==> config.mk <==
export PLATFORM = sky130hd
export DESIGN_NAME = stage_mem_access
export DESIGN_NICKNAME = d
export VERILOG_FILES = /design/src/rtl/stage_mem_access.sv
export SDC_FILE = /design/constraint.sdc
export NUM_CORES = 1
export LEC_CHECK = 0
export BUFFER_PORTS_ARGS = -buffer_cell sky130_fd_sc_hd__buf_2
export CAP_MARGIN = 25
export CORE_ASPECT_RATIO = 0.8
export CORE_UTILIZATION = 46
export DETAILED_ROUTE_END_ITERATION = 12
export GPL_TIMING_DRIVEN = 0
export PLACE_DENSITY = 0.79
export REMOVE_ABC_BUFFERS = 1
export SETUP_SLACK_MARGIN = 0.3
export SLEW_MARGIN = 25
export SYNTH_ARGS = -nofsm -noshare
export SYNTH_HDL_FRONTEND = slang
export SYNTH_SLANG_ARGS = --single-unit
==> constraint.sdc <==
create_clock -name clk -period 2.2 [get_ports clk]
set_clock_uncertainty 0.2 [all_clocks]
set_input_delay 0.44 -clock clk [delete_from_list [all_inputs] [get_ports clk]]
set_output_delay 0.44 -clock clk [all_outputs]
set_load 0.005 [all_outputs]
==> src/rtl/stage_mem_access.sv <==
// ---------------------------------------------------------------------------
// stage_mem_access
//   MEM stage of the forwarding pipeline. Takes the EX result, issues
//   loads/stores on a request/ready data-memory port, passes ALU results
//   straight through, and presents a registered WB result + destination
//   register for the forwarding unit. Upstream is held (stall) while a memory
//   access is in flight.
//
// Optional feature macro: MEM_TIMEOUT_EN
//   Defined     : an access that sees no m_ready for TIMEOUT cycles is aborted
//                 (request dropped, err pulses, nothing retires).
//   Not defined : ACCESS waits indefinitely, err is tied 0, no TIMEOUT param.
//
// Ports
//   clk, reset          rising-edge clock, asynchronous active-high reset
//   ex_valid            EX/MEM latch holds a valid op
//   ex_aluOut, ex_B     ALU result / address, store data
//   ex_rd               destination register
//   memRead, memWrite   load / store flags (both set = store)
//   stall               hold upstream, high exactly while in ACCESS
//   m_read, m_write     memory requests (registered, held through ACCESS)
//   m_addr, m_wdata     memory address / write data (registered)
//   m_ready, m_rdata    memory completion strobe and load data
//   wb_valid            one-cycle retire pulse
//   wb_data, wb_rd      retired value / register, held until next retire
//   err                 one-cycle abort pulse (timeout build only)
//
// Handshake: a request is issued when m_read or m_write is high; it stays
// high with m_addr/m_wdata stable until the cycle m_ready is sampled high,
// and the request drops on the edge that samples it. m_ready is ignored
// while no request is outstanding.
// ---------------------------------------------------------------------------
module stage_mem_access #(
   parameter int WORD_SIZE = 16
`ifdef MEM_TIMEOUT_EN
   , parameter int TIMEOUT = 15
`endif
) (
   input  logic                 clk,
   input  logic                 reset,
   input  logic                 ex_valid,
   input  logic [WORD_SIZE-1:0] ex_aluOut,
   input  logic [WORD_SIZE-1:0] ex_B,
   input  logic [1:0]           ex_rd,
   input  logic                 memRead,
   input  logic                 memWrite,
   output logic                 stall,
   output logic                 m_read,
   output logic                 m_write,
   output logic [WORD_SIZE-1:0] m_addr,
   output logic [WORD_SIZE-1:0] m_wdata,
   input  logic                 m_ready,
   input  logic [WORD_SIZE-1:0] m_rdata,
   output logic                 wb_valid,
   output logic [WORD_SIZE-1:0] wb_data,
   output logic [1:0]           wb_rd,
   output logic                 err
);

   typedef enum logic {IDLE = 1'b0, ACCESS = 1'b1} state_t;

   state_t                 state_q;
   logic                   m_read_q;
   logic                   m_write_q;
   logic [WORD_SIZE-1:0]   m_addr_q;
   logic [WORD_SIZE-1:0]   m_wdata_q;
   logic [1:0]             rd_q;
   logic                   wb_valid_q;
   logic [WORD_SIZE-1:0]   wb_data_q;
   logic [1:0]             wb_rd_q;

`ifdef MEM_TIMEOUT_EN
   localparam int CW = $clog2(TIMEOUT + 1);
   localparam logic [CW-1:0] CNT_LAST = CW'(TIMEOUT - 1);
   logic [CW-1:0] cnt_q;
   logic          err_q;
`endif

   always_ff @(posedge clk or posedge reset) begin
      if (reset) begin
         state_q    <= IDLE;
         m_read_q   <= 1'b0;
         m_write_q  <= 1'b0;
         m_addr_q   <= '0;
         m_wdata_q  <= '0;
         rd_q       <= 2'd0;
         wb_valid_q <= 1'b0;
         wb_data_q  <= '0;
         wb_rd_q    <= 2'd0;
`ifdef MEM_TIMEOUT_EN
         cnt_q      <= '0;
         err_q      <= 1'b0;
`endif
      end else begin
         wb_valid_q <= 1'b0;
`ifdef MEM_TIMEOUT_EN
         err_q      <= 1'b0;
`endif
         case (state_q)
            IDLE: begin
               if (ex_valid) begin
                  if (memRead || memWrite) begin
                     m_addr_q  <= ex_aluOut;
                     m_wdata_q <= ex_B;
                     rd_q      <= ex_rd;
                     // Write has priority when both flags are set.
                     m_write_q <= memWrite;
                     m_read_q  <= ~memWrite;
                     state_q   <= ACCESS;
`ifdef MEM_TIMEOUT_EN
                     cnt_q     <= '0;
`endif
                  end else begin
                     wb_valid_q <= 1'b1;
                     wb_data_q  <= ex_aluOut;
                     wb_rd_q    <= ex_rd;
                  end
               end
            end
            ACCESS: begin
               // m_ready takes precedence over the timeout limit.
               if (m_ready) begin
                  m_read_q   <= 1'b0;
                  m_write_q  <= 1'b0;
                  wb_valid_q <= 1'b1;
                  wb_data_q  <= m_read_q ? m_rdata : m_addr_q;
                  wb_rd_q    <= rd_q;
                  state_q    <= IDLE;
               end
`ifdef MEM_TIMEOUT_EN
               // cnt_q counts completed ACCESS cycles; the edge ending the
               // TIMEOUT-th waiting cycle aborts.
               else if (cnt_q == CNT_LAST) begin
                  m_read_q  <= 1'b0;
                  m_write_q <= 1'b0;
                  err_q     <= 1'b1;
                  state_q   <= IDLE;
               end else begin
                  cnt_q <= cnt_q + 1'b1;
               end
`endif
            end
            default: state_q <= IDLE;
         endcase
      end
   end

   assign stall    = (state_q == ACCESS);
   assign m_read   = m_read_q;
   assign m_write  = m_write_q;
   assign m_addr   = m_addr_q;
   assign m_wdata  = m_wdata_q;
   assign wb_valid = wb_valid_q;
   assign wb_data  = wb_data_q;
   assign wb_rd    = wb_rd_q;
`ifdef MEM_TIMEOUT_EN
   assign err      = err_q;
`else
   assign err      = 1'b0;
`endif

endmodule
* Word-level counts from Yosys, hierarchy flattened
Cells that the tools add are included.
** Storage, ports and cells
- Flip-flop bits (word level) :: 56
- Output and inout port bits :: 55
** Cells by class
- Eq/ne operators :: 4
- Mux-type cells :: 24
- Bitwise gates (word level) :: 2
- Reduce and logical (&&, ||, !) cells :: 4
** Operators with widths (number)
- 2-to-1 mux 16 bit :: 4
- one-hot mux 16 bit (2 select lines) :: 1
- 2-to-1 mux 1 bit :: 11
- AND reduction 3 bit :: 3
- != test 2 bit (second input constant) :: 4
- one-hot mux 1 bit (2 select lines) :: 4
- 2-to-1 mux 2 bit :: 3
- one-hot mux 2 bit (2 select lines) :: 1
- NOT 1 bit :: 2
- logical OR 1 bit :: 1

* Depth between registers and ports, before layout
Gate-level depths: netlist of the first run.
- Word-level depth :: 4
- Depth in mapped cells :: 6
- Depth with buffers taken out :: 3

* Worst setup path after synthesis of the first run
Ideal clock, no wire load.
- Path kind :: register to register
- Start :: register state_q (netlist: stall)
- End :: register m_addr_q[10] (netlist: m_addr[10])
- Library setup time :: 125 ps
- Data arrival time :: 1378 ps
- Required time :: 1875 ps
- Path slack :: 497 ps
- Stages on the path, launching flop included :: 6
- Path buffers :: 3
- Period minus slack after synthesis :: 1703 ps
- Cells stage by stage :: dfrtp_1 buf_6 nor3b_1 buf_4 buf_4 mux2_2
** Between the ends
- Cells in the longest elaborated chain, start to end :: 2
** Ends and longest elaborated chain
- from (decl) :: RTL line 62 : state_t state_q;
- from (signal assigned) :: RTL line 81 : state_q <= IDLE;
- from (signal assigned) :: RTL line 109 : state_q <= ACCESS;
- from (signal assigned) :: RTL line 128 : state_q <= IDLE;
- NOT 1 bit (no source line)
- AND reduction 3 bit (no source line)
- to (signal assigned) :: RTL line 103 : m_addr_q <= ex_aluOut;
- to (decl) :: RTL line 65 : logic [WORD_SIZE-1:0] m_addr_q;
No other way between the ends.
A chain may end at the register's enable or synchronous reset.

* Worst setup path in the final report of the first run
- Start :: register state_q (netlist: stall)
- End :: register m_addr_q[13] (netlist: m_addr[13])
The elaborated chain is that of the path after synthesis.

==> results by group, run 1 <==
Global route
  • Total gr overflow: 0
  • Initial antenna violation count: 0
  • Largest net degree at the start of global routing: 49
  • Total track usage: 19.4%
  • First-pass GRT wire length: 8.29 mm
  • Vias in the first global route: 1769

CTS
  • CTS tree: built
  • Root Driver: clkbuf_8
  • Worst-path clk slew: 100 ps
  • Worst-Skew Late Latency: 310 ps
  • H-tree levels: 2
  • Longest Clk Path Bufs: 2
  • Num Clock Sinks: 56
  • TritonCTS Buffers: 5

Pwr
  • Leakage power figure: 0.00159 uW
  • Total design power: 3030 uW
  • Internal: 2170 uW
  • Gate power share: 28.6%
  • Sw Ratio: 28.3%
  • Net switching power: 858 uW
  • Clock power frac: 21.5%
  • Flop pwr share: 49.9%
  • Power Density: 945 nW/um2
  • Max VDD drop: 0.455 mV

Floorplanning
  • Die Y: 66.7 um
  • Initial Util: 48.1%
  • Die width: 82.9 um
  • Die ar.: 5530 um2
  • I/O pin cnt: 111
  • FP Rows: 23
  • Core area: 5010 um2

Routing
  • Routed Antenna Nets: 0
  • Total Wirelength: 5.35 mm
  • Detailed-route DRC error count: 0
  • Vias: 1826
  • Initial DRC count: 71
  • DR vias/cell: 5.16
  • Drt first pass iters: 4
  • Wire per inst: 15.1 um

Setup path
  • Setup CP Type: flip-flop to flip-flop
  • Max incr delay on CP: 490 ps
  • CP max-delay cell: dfrtp_2
  • Worst EP arrival: 1810 ps
  • Critical Path RT: 2190 ps
  • CP Capture Type: flip-flop
  • Crit-path max FO: 9
  • Crit start category: flip-flop
  • Cell-by-cell trace of the critical path: nor3b_4, buf_6, buf_4, mux2_2

STA
  • Count of final hold-check violations: 0
  • RSZ-0062 raised after global routing: no
  • Final period utilization: 82.7%
  • Final WS setup: 381 ps
  • Slew headroom: 48.3%
  • Min Hold Slack: 158 ps
  • # setup viols final: 0
  • Least-Margin Pin Slew: 773 ps
  • Max-slew violation count: 0
  • Max Freq: 550 MHz
  • Final min period: 1820 ps

Final layout
  • Commonest non-fill, non-tap cell in the layout: buf_2
  • Non-Filler Instances: 354
  • Commonest cells after routing, fill and taps aside: buf_2 (109), dfrtp_1 (54), mux2_2 (34)
  • Post-synthesis to final-layout area growth: 33.2%
  • FILL cells: 424
  • Final nets: 347
  • Final core occ: 64.0%
  • N_diodes: 0
  • Layout cells sized above 1: 57.9%

Synthesis
  • Seq cells post-synth: 56
  • Share of the synthesized area in the top cell type: 58.2%
  • Cell Area, Synth: 2410 um2
  • Sequential area share after synthesis: 58.2%
  • Yosys top cell by area: dfrtp_1
  • Yosys warning count: 0
  • Synth area leaders: dfrtp_1 (58%), mux2_2 (16%), mux2i_1 (7.1%)
  • Post-Syn Instances: 174
  • Avg Inst Size Synth: 13.8 um2
  • Netlist cell types: 23

Status
  • Outcome: completed

Run
  • Max cap viols: 0

Placed design
  • Pre-CTS WS: -198 ps
  • Final HPWL DP: 3.69 mm
  • Port Buf Inserts: 109
  • Routability cong.: 0.717
  • Placed insts: 339

Worst hold path
  • Worst min path class: input pin to flip-flop
layer usage:
metal / routed length [um] / vias to the layer above / global-route usage, % / part of all wire, %
li1: - / 860 / - / -
met1: 2500 / 899 / 25.3 / 47
met2: 2550 / 60 / 32.4 / 48
met3: 247 / 7 / 4.34 / 4.6
met4: 58 / 0 / 6.47 / 1.1
met5: 0 / - / 0 / 0
final cells by class:
type                            count  area (um2)  share of cell area (%)
Multi-Input combinational cell    102         920                    28.7
Tap cell                           62        77.6                    2.42
Timing Repair Buffer              122         677                    21.1
Clock buffer                        6        72.6                    2.26
Sequential cell                    56        1410                    43.9
Inverter                            4        17.5                   0.546
Clock inverter                      2        35.0                    1.09
synthesized netlist by cell type (all sizes together):
master and n:
dfrtp 56, mux2 34, nor2 20, mux2i 17, a221o 16, buf 11, inv 4, nand2 3
a211oi 1, a21o 1, a21oi 1, a221oi 1, a22oi 1, clkbuf 1, conb 1, nand3 1
nor2b 1, nor3 1, nor3b 1, nor4b 1, o21ai 1
per-stage QoR:
stage | TNS [ps] | cell area [um2]
3_3_place_gp | -151340 | 2940
6_report | 0 | 3210
4_1_cts | 0 | 3170
5_1_grt | 0 | 3210
2_1_floorplan | -64590 | 2320
3_5_place_dp | -2940 | 3020
critical path, delay by kind of cell, from the launching register on:
kind | cells | cell delay, ps
flops | 1 | 490
buf+inv | 2 | 370
mux | 1 | 350
simple gates | 1 | 300
power by group through the flow:
stage	Clock [uW]	Combinational (uW)	Sequential (uW)
finish	652	865	1510
global route	719	950	1550
CTS	677	863	1510
detailed placement	0	853	1520
global placement	0	818	1510
floorplan	0	409	1530
timing repair:
item                       in CTS  in global routing
setup endpoints to repair      39                 19
hold endpoints to repair        8                  0
pin swaps                       1                  1
hold buffers                    1                  0
resized for setup               5                  2
setup buffers                   2                  4
state kept, by name, summed over array words and instances, names as in the netlist:
signal	flops
m_write	1
m_wdata	16
stall	1
rd_q	2
wb_rd	2
m_read	1
wb_data	16
wb_valid	1
m_addr	16
cell families (layout without fill, tap and decap cells):
group                  count (synthesis)  count (layout)  synth area share, %
flip-flops                            56              56                 58.2
other                                  1               1                0.156
multiplexers                          51              51                 23.0
AND/OR/NAND/NOR                       28              28                 5.77
AO/OA/AOI/OAI                         22              22                 8.53
buffers and inverters                 16             134                 4.32
final timing paths:
kind,start,to,slack [ps],cells past startpoint
worst min-delay path,ex_B[11],m_wdata[11],160,2
worst max-delay path,stall,m_addr[13],380,4
min in group asynchronous,reset,m_wdata[12],390,3
worst min register to register,m_wdata[9],m_wdata[9],310,1
worst max register to register,stall,m_addr[13],380,4
max in group asynchronous,reset,m_read,960,4
(Power assumes the default switching activity.)
==> run 2: changes to the inputs <==
--- a/config.mk
+++ b/config.mk
@@ -5,13 +5,14 @@
 export SDC_FILE = /design/constraint.sdc
 export NUM_CORES = 1
 export LEC_CHECK = 0
+export ABC_AREA = 1
 export BUFFER_PORTS_ARGS = -buffer_cell sky130_fd_sc_hd__buf_2
 export CAP_MARGIN = 25
 export CORE_ASPECT_RATIO = 0.8
-export CORE_UTILIZATION = 46
+export CORE_UTILIZATION = 48
 export DETAILED_ROUTE_END_ITERATION = 12
 export GPL_TIMING_DRIVEN = 0
-export PLACE_DENSITY = 0.79
+export PLACE_DENSITY = 0.8
 export REMOVE_ABC_BUFFERS = 1
 export SETUP_SLACK_MARGIN = 0.3
 export SLEW_MARGIN = 25
==> constraint.sdc (replaced) <==
create_clock -name clk -period 1.7 [get_ports clk]
set_clock_uncertainty 0.2 [all_clocks]
set_input_delay 0.34 -clock clk [delete_from_list [all_inputs] [get_ports clk]]
set_output_delay 0.34 -clock clk [all_outputs]
set_load 0.005 [all_outputs]
==> results by group, run 2 <==
Floorplanning
  • Die width: 84.7 um (was 82.9 um)
  • I/O pin cnt: 111 (unchanged)
  • Die Y: 68.1 um (was 66.7 um)
  • Die ar.: 5770 um2 (was 5530 um2)
  • Initial Util: 51.2% (was 48.1%)
  • FP Rows: 23 (unchanged)
  • Core area: 5120 um2 (was 5010 um2)

STA
  • Least-Margin Pin Slew: 541 ps (was 773 ps)
  • Final WS setup: 58.5 ps (was 381 ps)
  • Min Hold Slack: 16.4 ps (was 158 ps)
  • RSZ-0062 raised after global routing: yes (was no)
  • Max Freq: 609 MHz
  • Final min period: 1640 ps
  • Max-slew violation count: 0 (unchanged)
  • Slew headroom: 63.9% (was 48.3%)
  • Count of final hold-check violations: 0 (unchanged)
  • Final period utilization: 96.6%
  • # setup viols final: 0 (unchanged)

Status
  • Outcome: completed (unchanged)

Pwr
  • Net switching power: 1430 uW (was 858 uW)
  • Power Density: 1120 nW/um2 (was 945 nW/um2)
  • Clock power frac: 20.4% (was 21.5%)
  • Flop pwr share: 43.6% (was 49.9%)
  • Max VDD drop: 0.614 mV (was 0.455 mV)
  • Internal: 2820 uW (was 2170 uW)
  • Sw Ratio: 33.6% (was 28.3%)
  • Leakage power figure: 0.00227 uW (was 0.00159 uW)
  • Gate power share: 36.0% (was 28.6%)

Global route
  • Top Usage Layer GRT: met2 (unchanged)
  • Initial antenna violation count: 0 (unchanged)
  • M1 GR Usage: 37.0% (was 25.3%)
  • Vias in the first global route: 2406 (was 1769)
  • Met3 usage: 4.34% (about the same)
  • Met2 usage: 45.7% (was 32.4%)
  • Total track usage: 27.2% (was 19.4%)
  • First-pass GRT wire length: 12.0 mm (was 8.29 mm)
  • Largest net degree at the start of global routing: 32 (was 49)
  • Total gr overflow: 0 (unchanged)

Synthesis
  • Yosys warning count: 0 (unchanged)
  • Avg Inst Size Synth: 7.50 um2 (was 13.8 um2)
  • Synth area leaders: dfrtp_1 (53%), nand2_1 (27%), inv_1 (5.6%) (was dfrtp_1 (58%), mux2_2 (16%), mux2i_1 (7.1%))
  • Yosys top cell by area: dfrtp_1 (unchanged)
  • Top-count cell post-synth: nand2_1 (was dfrtp_1)
  • Share of the synthesized area in the top cell type: 53.4% (was 58.2%)
  • Netlist cell types: 16 (was 23)
  • Cell Area, Synth: 2620 um2 (was 2410 um2)
  • Post-synth top cells: nand2_1 (191), dfrtp_1 (56), inv_1 (39) (was dfrtp_1 (56), mux2_2 (34), nor2_1 (20))
  • Post-synth top flop: dfrtp_1 (unchanged)
  • Post-Syn Instances: 350 (was 174)
  • Async set-reset flop share out of synthesis: 100% (unchanged)
  • Number of synthesized flops with an enable pin: 0 (unchanged)
  • Seq cells post-synth: 56 (unchanged)
  • Sequential area share after synthesis: 53.4% (was 58.2%)

Final layout
  • Commonest non-fill, non-tap cell in the layout: nand2_1 (was buf_2)
  • N_diodes: 0 (unchanged)
  • Fin area: 3780 um2 (was 3210 um2)
  • Post-synthesis to final-layout area growth: 44.1% (was 33.2%)
  • FILL cells: 402 (was 424)
  • Non-Filler Instances: 551 (was 354)
  • Layout cells sized above 1: 36.6% (was 57.9%)
  • Final nets: 544 (was 347)
  • Commonest cells after routing, fill and taps aside: nand2_1 (180), buf_2 (107), dfrtp_1 (54) (was buf_2 (109), dfrtp_1 (54), mux2_2 (34))

CTS
  • Longest Clk Path Bufs: 2 (unchanged)
  • Num Clock Sinks: 56 (unchanged)
  • H-tree levels: 2 (unchanged)
  • Worst-Skew Late Latency: 310 ps (about the same)
  • Root Driver: clkbuf_8 (unchanged)
  • Worst-path clk slew: 100 ps (about the same)
  • CTS tree: built (unchanged)
  • TritonCTS Buffers: 5 (unchanged)

Placed design
  • Placed insts: 506 (was 339)
  • Pre-CTS WS: -873 ps (was -198 ps)
  • Final HPWL DP: 4.25 mm (was 3.69 mm)
  • Routability cong.: 0.696 (was 0.717)
  • Port Buf Inserts: 109 (unchanged)
  • Placed Area: 3170 um2 (was 3020 um2)

Routing
  • Vias: 2694 (was 1826)
  • Detailed-route DRC error count: 0 (unchanged)
  • Total Wirelength: 7.79 mm (was 5.35 mm)
  • Routed Antenna Nets: 0 (unchanged)
  • DR vias/cell: 4.89 (was 5.16)
  • Drt first pass iters: 6 (was 4)
  • Initial DRC count: 169 (was 71)
  • Wire per inst: 14.1 um (was 15.1 um)

Setup path
  • R2R Setup Slk: 90 ps (was 380 ps)
  • Critical Path RT: 1160 ps (was 2190 ps)
  • Setup crit end: stall (was m_addr[13])
  • Worst r2r path cells: 6 (was 4)
  • Worst r2r dst: m_addr[11] (was m_addr[13])
  • Crit-path max FO: 5 (was 9)
  • Setup CP Type: flip-flop to output port (was flip-flop to flip-flop)
  • CP Capture Type: output port (was flip-flop)
  • Crit start category: flip-flop (unchanged)
  • RR Startpoint: stall (unchanged)
  • Worst EP arrival: 1100 ps (was 1810 ps)
  • Crit path from: stall (unchanged)

Worst hold path
  • Worst min path class: input pin to flip-flop (unchanged)

Run
  • Max cap viols: 0 (unchanged)
run 2: cell types whose count changed in the layout (fill, tap and decap cells not counted), sizes merged, moves of 18 or more:
cell	change
mux2	-34
o21ai	+21
nor2	-18
inv	+39
nand2	+193
run 2: worst min-delay path by stage:
stage | from | to | slack [ps] | depth (start not counted)
6_report | ex_B[9] | m_wdata[9] | 20 | 3
5_1_grt | ex_B[9] | m_wdata[9] | 10 | 3
4_1_cts | ex_B[4] | m_wdata[4] | 10 | 3
3_5_place_dp | reset | m_wdata[5] | 140 | 2
3_3_place_gp | wb_rd[0] | wb_rd[0] | 250 | 2
2_1_floorplan | m_ready | stall | 220 | 1
run 2: worst max-delay path, stage by stage (launching register included):
cell     delay (ps)
dfrtp_4         540
buf_12          150
buf_6           110
run 2: cell type report:
| cell class | instances | area [um2] | area share [%] |
|---|---|---|---|
| clock inverters | 2 | 35.0 | 0.927 |
| flip-flops and latches | 56 | 1410 | 37.3 |
| clock buffers | 6 | 72.6 | 1.92 |
| repair buffers | 139 | 838 | 22.2 |
| well taps | 62 | 77.6 | 2.05 |
| repair inverters | 5 | 75.1 | 1.99 |
| multi-input cells | 240 | 1100 | 29.1 |
| inverters | 41 | 173 | 4.57 |
run 2: stage by stage:
| stage | total power [uW] | setup TNS (ps) | utilization (%) |
|---|---|---|---|
| final | 4250 | 0 | 73.8 |
| after global routing | 4530 | 0 | 73.8 |
| after CTS | 4100 | 0 | 70.6 |
| after detailed placement | 3030 | -33560 | 61.8 |
| after global placement | 2970 | -85190 | 61.4 |
| after floorplan | 2450 | -19330 | - |
run 2: timing repair:
item                                    CTS  global route
hold buffers                              2             0
cloned                                    8             0
gates resized for setup                  35            21
buffers inserted                         15            12
pin swaps                                 2             1
endpoints found under the setup margin   58            78
hold endpoints to repair                 26             0
run 2: cells by family (layout without fill, tap and decap cells):
kind of cell | count (synthesis) | in the layout | synth area share [%]
flip-flops | 56 | 56 | 53.4
other | 1 | 1 | 0.143
AND/OR/NAND/NOR | 213 | 216 | 31.8
buffers and inverters | 57 | 193 | 9.73
AO/OA/AOI/OAI | 23 | 23 | 4.91
run 2: layer usage:
| metal | part of all wire [%] | wire length, um |
|---|---|---|
| met5 | 0 | 0 |
| met4 | 1.2 | 92 |
| met3 | 7.1 | 552 |
| met2 | 49 | 3790 |
| met1 | 43 | 3360 |
run 2: power groups by stage:
stage          Clock (uW)  Combinational [uW]  Sequential [uW]
2_1_floorplan           0                 541             1910
3_3_place_gp            0                1080             1900
3_5_place_dp            0                1130             1900
4_1_cts               880                1370             1850
5_1_grt               927                1720             1880
6_report              866                1530             1850
==> run 3: changes to the inputs <==
--- a/config.mk
+++ b/config.mk
@@ -5,14 +5,13 @@
 export SDC_FILE = /design/constraint.sdc
 export NUM_CORES = 1
 export LEC_CHECK = 0
-export ABC_AREA = 1
 export BUFFER_PORTS_ARGS = -buffer_cell sky130_fd_sc_hd__buf_2
 export CAP_MARGIN = 25
 export CORE_ASPECT_RATIO = 0.8
-export CORE_UTILIZATION = 48
+export CORE_UTILIZATION = 46
 export DETAILED_ROUTE_END_ITERATION = 12
 export GPL_TIMING_DRIVEN = 0
-export PLACE_DENSITY = 0.8
+export PLACE_DENSITY = 0.79
 export REMOVE_ABC_BUFFERS = 1
 export SETUP_SLACK_MARGIN = 0.3
 export SLEW_MARGIN = 25
==> results by group, run 3 (synthesis gave the netlist of run 1 again) <==
Status
  • Outcome: finished, violations left (was completed)
  • Failing checks: negative setup slack

Final layout
  • Commonest non-fill, non-tap cell in the layout: buf_2 (was nand2_1)
  • N_diodes: 0 (unchanged)
  • FF/Latch Area: 1410 um2 (about the same)
  • FILL cells: 355 (was 402)
  • Area of the multi-input gates: 1090 um2 (was 1100 um2)
  • Post-synthesis to final-layout area growth: 54.1% (was 44.1%)
  • Layout cells sized above 1: 63.0% (was 36.6%)
  • Final nets: 379 (was 544)
  • Fin area: 3710 um2 (was 3780 um2)
  • Commonest cells after routing, fill and taps aside: buf_2 (108), dfrtp_1 (54), mux2_4 (32) (was nand2_1 (180), buf_2 (107), dfrtp_1 (54))
  • Final core occ: 74.0% (was 73.8%)

Setup path
  • Crit start category: flip-flop (unchanged)
  • Max incr delay on CP: 470 ps (was 540 ps)
  • CP Capture Type: flip-flop (was output port)
  • Buf/Inv on CP: 2 (unchanged)
  • Cell-by-cell trace of the critical path: nor3b_4, buf_6, clkbuf_16, mux2_4 (was buf_12, buf_6)
  • Crit-path max FO: 6 (was 5)
  • Setup CP Type: flip-flop to flip-flop (was flip-flop to output port)
  • Critical Path RT: 1700 ps (was 1160 ps)
  • Top Family by Delay on Critical Path: flip-flops (unchanged)
  • Worst EP arrival: 1710 ps (was 1100 ps)
  • CP max-delay cell: dfrtp_2 (was dfrtp_4)

STA
  • # setup viols final: 7 (was 0)
  • RSZ-0062 raised after global routing: yes (unchanged)
  • Max Freq: 583 MHz (was 609 MHz)
  • Final period utilization: 101% (was 96.6%)
  • Final min period: 1720 ps (was 1640 ps)
  • Max-slew violation count: 0 (unchanged)
  • Min Hold Slack: 55.4 ps (was 16.4 ps)
  • Final WS setup: -15.1 ps (was 58.5 ps)
  • Count of final hold-check violations: 0 (unchanged)

Floorplanning
  • FP Rows: 23 (unchanged)
  • Die Y: 66.7 um (was 68.1 um)
  • Initial Util: 48.1% (was 51.2%)
  • Die ar.: 5530 um2 (was 5770 um2)
  • Die width: 82.9 um (was 84.7 um)
  • I/O pin cnt: 111 (unchanged)
  • Core area: 5010 um2 (was 5120 um2)

Global route
  • First-pass GRT wire length: 9.35 mm (was 12.0 mm)
  • Initial antenna violation count: 0 (unchanged)
  • Total gr overflow: 0 (unchanged)
  • Largest net degree at the start of global routing: 49 (was 32)
  • Vias in the first global route: 1935 (was 2406)
  • Total track usage: 22.0% (was 27.2%)

CTS
  • Longest Clk Path Bufs: 2 (unchanged)
  • TritonCTS Buffers: 5 (unchanged)
  • Worst-Skew Late Latency: 310 ps (about the same)
  • CTS tree: built (unchanged)
  • Worst-path clk slew: 100 ps (about the same)
  • Root Driver: clkbuf_8 (unchanged)
  • Num Clock Sinks: 56 (unchanged)
  • H-tree levels: 2 (unchanged)

Placed design
  • Final HPWL DP: 3.69 mm (was 4.25 mm)
  • Placed Area: 3020 um2 (was 3170 um2)
  • Port Buf Inserts: 109 (unchanged)
  • Routability cong.: 0.717 (was 0.696)

Routing
  • DR vias/cell: 5.12 (was 4.89)
  • Total Wirelength: 6.46 mm (was 7.79 mm)
  • Detailed-route DRC error count: 0 (unchanged)
  • Drt first pass iters: 6 (unchanged)
  • Wire per inst: 16.7 um (was 14.1 um)
  • Vias: 1976 (was 2694)
  • Initial DRC count: 110 (was 169)
  • Routed Antenna Nets: 0 (unchanged)

Pwr
  • Clock power frac: 19.4% (was 20.4%)
  • Leakage power figure: 0.00191 uW (was 0.00227 uW)
  • Max VDD drop: 0.629 mV (was 0.614 mV)
  • Internal: 3170 uW (was 2820 uW)
  • Gate power share: 37.1% (was 36.0%)
  • Power Density: 1190 nW/um2 (was 1120 nW/um2)
  • Total design power: 4420 uW (was 4250 uW)
  • Sw Ratio: 28.3% (was 33.6%)
  • Flop pwr share: 43.5% (was 43.6%)
  • Net switching power: 1250 uW (was 1430 uW)

Run
  • Max cap viols: 0 (unchanged)

Worst hold path
  • Worst min path class: input pin to flip-flop (unchanged)
[run 3: power by group through the flow]
stage               sequential (uW)  clock [uW]  combinational, uW
finish                         1930         856               1640
global route                   1960         931               1770
CTS                            1920         876               1320
detailed placement             1970           0               1100
global placement               1960           0               1060
floorplan                      1980           0                530
[run 3: per-layer routing]
layer | wire [um] | GRT usage (%)
met1 | 3050 | 29.6
met2 | 3030 | 35.0
met3 | 294 | 4.58
met4 | 96 | 9.27
met5 | 0 | 0
[run 3: cell type report]
class	count	area share (%)
Sequential cell	56	37.9
Multi-Input combinational cell	104	29.4
Inverter	4	0.472
Tap cell	62	2.09
Timing Repair Buffer	152	27.2
Clock buffer	6	1.96
Clock inverter	2	0.945
[run 3: path summary, 6_finish.rpt]
kind	start	end	slack [ps]	cells past startpoint
hold reg to reg	m_wdata[12]	m_wdata[12]	320	1
setup reg to reg	stall	m_wdata[1]	-20	4
hold / removal	ex_B[13]	m_wdata[13]	60	2
max in group asynchronous	reset	m_read	550	4
min in group asynchronous	reset	m_wdata[12]	280	3
setup / recovery	stall	m_wdata[1]	-20	4
[run 3: per-stage QoR]
stage	std cells	worst slack (ps)	setup TNS, ps
floorplan	162	-2310	-101150
global placement	333	-3670	-198900
detailed placement	339	-692	-17880
CTS	364	19.8	0
global route	386	-62.9	-1530
finish	386	-15.1	-60.2
[run 3: timing repair]
action | in CTS | in global routing
resized for setup | 28 | 29
hold buffers | 1 | 0
gates cloned | 2 | 2
hold endpoints to repair | 56 | 0
endpoints found under the setup margin | 57 | 92
setup buffers | 14 | 20
pin swaps | 2 | 1
